===== src/rtl/grant_decoder_2to4.sv =====
// Turns the winning requester's 2-bit code into a one-hot grant.
// The grant is held until done or until HOLD_MAX cycles pass, then one recover cycle follows.
module grant_decoder_2to4 #(
    parameter int unsigned HOLD_MAX = 15
) (
    input  logic       clk,
    input  logic       rst,
    input  logic [1:0] code,
    input  logic       valid,
    input  logic       done,
    output logic       ready,
    output logic [3:0] grant,
    output logic       busy,
    output logic [1:0] last_code,
    output logic       timeout
);

    typedef enum logic [1:0] {StIdle, StGrant, StRecover} state_e;

    // Count value on the last allowed grant cycle; the counter never passes it.
    localparam logic [7:0] HoldLast = 8'(HOLD_MAX - 1);

    state_e     state_q, state_d;
    logic [7:0] hold_q, hold_d;
    logic       ready_q, ready_d;
    logic [3:0] grant_q, grant_d;
    logic       busy_q, busy_d;
    logic [1:0] last_code_q, last_code_d;
    logic       timeout_q, timeout_d;

    always_comb begin
        state_d     = state_q;
        hold_d      = hold_q;
        ready_d     = ready_q;
        grant_d     = grant_q;
        busy_d      = busy_q;
        last_code_d = last_code_q;
        timeout_d   = 1'b0;
        unique case (state_q)
            StIdle: begin
                if (valid) begin
                    state_d     = StGrant;
                    hold_d      = 8'd0;
                    ready_d     = 1'b0;
                    grant_d     = 4'b0001 << code;
                    busy_d      = 1'b1;
                    last_code_d = code;
                end
            end
            StGrant: begin
                // done has priority over an expiring hold, so no timeout pulse then
                if (done) begin
                    state_d = StRecover;
                    grant_d = 4'b0000;
                    busy_d  = 1'b0;
                end else if (hold_q == HoldLast) begin
                    state_d   = StRecover;
                    grant_d   = 4'b0000;
                    busy_d    = 1'b0;
                    timeout_d = 1'b1;
                end else begin
                    hold_d = hold_q + 8'd1;
                end
            end
            StRecover: begin
                state_d = StIdle;
                ready_d = 1'b1;
            end
            default: begin
                state_d = StIdle;
                ready_d = 1'b1;
                grant_d = 4'b0000;
                busy_d  = 1'b0;
            end
        endcase
    end

    always_ff @(posedge clk or posedge rst) begin
        if (rst) begin
            state_q     <= StIdle;
            hold_q      <= 8'd0;
            ready_q     <= 1'b1;
            grant_q     <= 4'b0000;
            busy_q      <= 1'b0;
            last_code_q <= 2'b00;
            timeout_q   <= 1'b0;
        end else begin
            state_q     <= state_d;
            hold_q      <= hold_d;
            ready_q     <= ready_d;
            grant_q     <= grant_d;
            busy_q      <= busy_d;
            last_code_q <= last_code_d;
            timeout_q   <= timeout_d;
        end
    end

    assign ready     = ready_q;
    assign grant     = grant_q;
    assign busy      = busy_q;
    assign last_code = last_code_q;
    assign timeout   = timeout_q;

endmodule


===== config.mk =====
export PLATFORM = sky130hd
export DESIGN_NAME = grant_decoder_2to4
export DESIGN_NICKNAME = d
export VERILOG_FILES = /design/src/rtl/grant_decoder_2to4.sv
export SDC_FILE = /design/constraint.sdc
export NUM_CORES = 1
export LEC_CHECK = 0
export ABC_AREA = 1
export CORE_MARGIN = 2
export CORE_UTILIZATION = 45
export DETAILED_ROUTE_END_ITERATION = 10
export PLACE_DENSITY = 0.67
export SKIP_LAST_GASP = 1
export SLEW_MARGIN = 0
export SYNTH_ARGS = -nofsm -noshare
export SYNTH_HDL_FRONTEND = slang
export SYNTH_SLANG_ARGS = --single-unit

===== constraint.sdc =====
create_clock -name clk -period 1.7 [get_ports clk]
set_input_delay 0.34 -clock clk [delete_from_list [all_inputs] [get_ports clk]]
set_output_delay 0.34 -clock clk [all_outputs]
set_load 0.02 [all_outputs]

Word level (Yosys, flattened, before mapping)

Cells that the tools add are included.

Bits in registers: 19
Bits of input ports: 6
Output and inout bits: 9
Word-level logic and storage cells: 46

Add/sub/neg operators: 1
Equal/unequal tests: 7
Shifts and indexed selects: 1
Muxes and demuxes: 21
Bitwise logic cells: 2
Reduce and logical (&&, ||, !) cells: 7

Operators with widths:

| cell                                            | number |
|---|---|
| two-way mux 8 bit                               | 3 |
| case mux 8 bit (2 select lines)                 | 1 |
| two-way mux 4 bit                               | 3 |
| case mux 4 bit (3 select lines)                 | 1 |
| adder 8 x 1 -> 8 bit, second input constant     | 1 |
| == test 8 x 4 -> 1 bit, second input constant   | 1 |
| two-way mux 1 bit                               | 7 |
| two-way mux 2 bit                               | 3 |
| inequality test 2 bit, second input constant    | 3 |
| AND reduction 2 bit                             | 3 |
| case mux 2 bit (2 select lines)                 | 1 |
| AND reduction 4 bit                             | 1 |
| left shift 1 x 2 -> 4 bit, first input constant | 1 |
| inequality test 3 bit, second input constant    | 1 |
| case mux 1 bit (3 select lines)                 | 1 |
| AND reduction 3 bit                             | 1 |
| == test 2 x 1 -> 1 bit, second input constant   | 1 |
| == test 2 bit, second input constant            | 1 |
| zero test 2 bit                                 | 1 |
| NOT 1 bit                                       | 2 |
| case mux 1 bit (2 select lines)                 | 1 |
| nonzero test 2 bit                              | 1 |

Depth between registers and ports, before layout

Gate-level depths: netlist (run 1).

Depth after elaboration: 4
Gate-level depth with buffers: 8
Mapped depth without buffers: 8

Worst setup path after synthesis (run 1)

No wires, ideal clock.

Path type: register -> register
From: reg hold_q[0]
To: reg busy_q, in the netlist busy
Library setup time: 0.124 ns
Arrival time: 1.113 ns
Required time: 1.576 ns
Slack: 0.462 ns
Stages on the path, launching flop included: 8
Buffers on the path: 0
Period minus slack after synthesis: 1.238 ns
Cell sequence: dfrtp_1 inv_1 ha_1 nand3_2 o21ai_1 nand2_1 nand2_1 nand2_1

Word-level cells in the longest chain between the ends: 3

Ends and longest elaborated chain:

| what                            | RTL line | RTL |
|---|---|---|
| start: declaration              | 24       | `logic [7:0] hold_q, hold_d;` |
| start signal: assignment        | 89       | `hold_q <= hold_d;` |
| == test 8 x 4 -> 1 bit          | 56       | `end else if (hold_q == HoldLast) begin` |
| inequality test 3 bit (no line) | --       |  |
| AND reduction 3 bit (no line)   | --       |  |
| end signal: assignment          | 92       | `busy_q <= busy_d;` |
| end: declaration                | 27       | `logic busy_q, busy_d;` |

No other way between the ends.
A chain may end at the register's enable or synchronous reset.

Worst setup path in the final report (run 1)

From: reg grant_q[2], in the netlist grant[2]
To: out grant[2]

RTL lines:

| what                     | RTL line | RTL |
|---|---|---|
| start: declaration       | 26       | `logic [3:0] grant_q, grant_d;` |
| start signal: assignment | 91       | `grant_q <= grant_d;` |
| end: declaration         | 12       | `output logic [3:0] grant,` |

No word-level cell between the ends.

==> metrics.yaml, run 1 <==
status:
  run_status: "finished clean"
grt:
  grt.total_usage_pct: 17.0
  grt_start_max_net_pins: 14
  antenna_found_initial: 0
  grt_first_pass_wirelength_um: 3190
  grt_overflow_total: 0
  grt_pass1_vias: 740
cells_and_area:
  antenna_cells: 0
  area_growth_pct: 22.6
  design.final.nets: 153
  fillers: 176
  regArea_um2: 477
  multiInputGateArea_um2: 419
  drive_gt1_share_pct: 9.72
floorplanning:
  die_h_um: 50
  boundary_pin_count: 15
  floorplan.die_area_mm2: 0.00250
  chipWidth_um: 50
  initial_utilization_pct: 48.0
  floorplan.rows: 16
  floorplan.core_area_mm2: 0.00198
synth:
  postSynth.topFlopCell: "dfrtp_1"
  synth_enable_flop_cells: 0
  synthesis.area_um2: 952
  syn-num-nets: 132
  yosys_warnings: 0
  postSynthRegisterBits: 19
  avgSynthCellArea_um2: 7.68
  synthDominantCellAreaShare_pct: 47.3
  synth_common_cells: "52 x nand2_1, 18 x dfrtp_1, 14 x inv_1, 13 x nand3_1, 11 x nor2_1"
  synth.distinct_cells: 18
  seq_area_frac_synth_pct: 50.1
  synth.most_common_cell: "nand2_1"
  post-synth-top-area-cell: "dfrtp_1"
  post_synth_main_area_contributors: "dfrtp_1 47%, nand2_1 20%, nand3_1 6.8%"
  synth_cells: 124
  async_flop_share_pct: 100
clock_network:
  ctsHoldBuffers: 0
  post_cts_resized: 1
  clk_root_buffer_cell: "clkbuf_4"
  clock_tree_from_tritoncts: "done"
  worst_setup_hold_path_clk_slew_ps: 110
  clock_latency_ps: 300
  htree_levels: 1
  total_clock_sinks: 19
  tritoncts.num_buffers: 3
  post_cts_repair_timing_setup_buffer_count: 0
  cts_buffer_depth: 2
sta:
  min_period_over_period_pct: 95.3
  slew_violations: 0
  fmax_mhz: 617
  hold_violations: 0
  slew_headroom_pct: 83.2
  final.setup.tns_ps: 0
  clock_skew_ps: 2.43
  fin_crit_ps: 1620
  timing.final.setup_violations: 0
  transition_time_at_the_pin_with_the_least_slew_margin_ps: 252
  grt_setup_unrepaired: "false"
routing:
  met3WireLength_um: 73
  postRouteWirelength_um: 1740
  wl_per_cell_um: 10.2
  drt_first_iter_violations: 17
  detail_route.vias_per_cell: 4.70
  detailed_routed_wire_length_on_met2_um: 784
  antenna_violating_nets_post_route: 0
  vias_after_detailed_routing: 803
  detail_route.drc_violations: 0
  uppermost_metal_layer_occupied_by_signal_nets: "met4"
  drtPass1Iterations: 4
  met1_length_um: 853
power_and_ir_drop:
  power_density_mw_per_mm2: 1300
  leakage_power_total_nw: 0.632
  post-layout-total-power_mw: 1.51
  power.ir.vdd_worst_uv: 816
setup_path:
  critical-path-top-delay-family: "buffers and inverters"
  crit_path_cell_trace: "clkdlybuf4s50_1"
  worst_setup_path_start_kind: "flop"
  timing.critical_path.to_type: "output pin"
  reg2reg_from: "hold_q[0]"
  crit_slowest_cell: "clkdlybuf4s50_1"
  worstPathArrival_ps: 1280
  critical_path.reg2reg.endpoint: "grant[1]"
  flop_to_flop_setup_slack_ps: 280
  worst-path-max-fanout: 2
  path_class: "reg2out"
  required_ps: 1360
  critPathBufInv: 1
  critPathMaxStageDelay_ps: 610
  worst-r2r-cell-count: 7
place:
  gp_routability_congestion: 0.783
  io_buffer_count: 14
  hpwlAfterDp_um: 1350
min_path:
  min-delay-path-class: "in2async"
job:
  max_cap_violations: 0
[cells in the final DEF, fill, tap and decap left out, types with 2 or more instances in the layout]
| master | instances |
|---|---|
| nor2_1 | 11 |
| nand3_1 | 13 |
| nand2_1 | 52 |
| clkdlybuf4s50_1 | 13 |
| clkbuf_4 | 3 |
| nor2_4 | 2 |
| nor3_1 | 2 |
| ha_1 | 2 |
| buf_4 | 2 |
| dfrtp_1 | 18 |
| inv_1 | 14 |
[per-layer routing]
metal  global-route usage, %  up-vias
met5                       0        -
met4                    8.33        0
met3                    3.94        4
met2                    25.0       18
met1                    23.2      361
li1                        -      420
[stage by stage]
stage | instances | setup WS (ps) | util [%] | hold WS, ps | instance area (µm²)
after global placement | 167 | 266 | 57.6 | 456 | 1140
after CTS | 171 | 70.1 | 58.9 | 249 | 1170
after detailed placement | 167 | 250 | 57.6 | 459 | 1140
after global routing | 171 | 23.9 | 58.9 | 266 | 1170
final | 171 | 79.4 | 58.9 | 245 | 1170
after floorplan | 124 | 462 | - | 290 | 952
[kinds of logic (layout without fill, tap and decap cells)]
group	count (synthesis)	after routing	share of synthesized area (%)
simple gates	84	84	38.6
fa+ha+maj	2	2	2.63
buf+inv	15	35	5.91
flops	19	19	50.1
xor+xnor	1	1	0.920
compound gates	3	3	1.84
[cell type report]
class / count / share of cell area, %
clock buffer: 3 / 1.93
clock inverter: 1 / 0.429
inverter: 15 / 4.82
multi-input combinational: 90 / 35.9
sequential: 19 / 40.8
tap: 27 / 2.89
timing repair buffer: 16 / 13.2
[how the worst max path moves through the flow]
stage / startpoint / to / slack (ps) / cells past startpoint
final: grant[2] / grant[2] / 80 / 1
after global routing: grant[2] / grant[2] / 20 / 1
after CTS: grant[2] / grant[2] / 70 / 1
after detailed placement: valid / hold_q[0] / 250 / 6
after global placement: ready / ready / 270 / 1
after floorplan: hold_q[0] / busy / 460 / 7
[registers in the layout (all words and copies together) (netlist names)]
| register | flops |
|---|---|
| busy | 1 |
| ready | 1 |
| state_q | 2 |
| timeout | 1 |
| hold_q | 8 |
| last_code | 2 |
| grant | 4 |
[where the power goes]
part / leakage (nW) / internal, mW / switching [mW]
sequential: 0.251 / 0.577 / 0.0759
combinational: 0.363 / 0.250 / 0.378
clock: 0.0177 / 0.0877 / 0.146
Power figures use the tool's default switching activity.
==> inputs of run 2 (changes only) <==
- SLEW_MARGIN: 0 -> unset
- TNS_END_PERCENT: unset -> 30
==> results of run 2 <==
No change in the layout: final DEF, timing and power equal those of run 1.
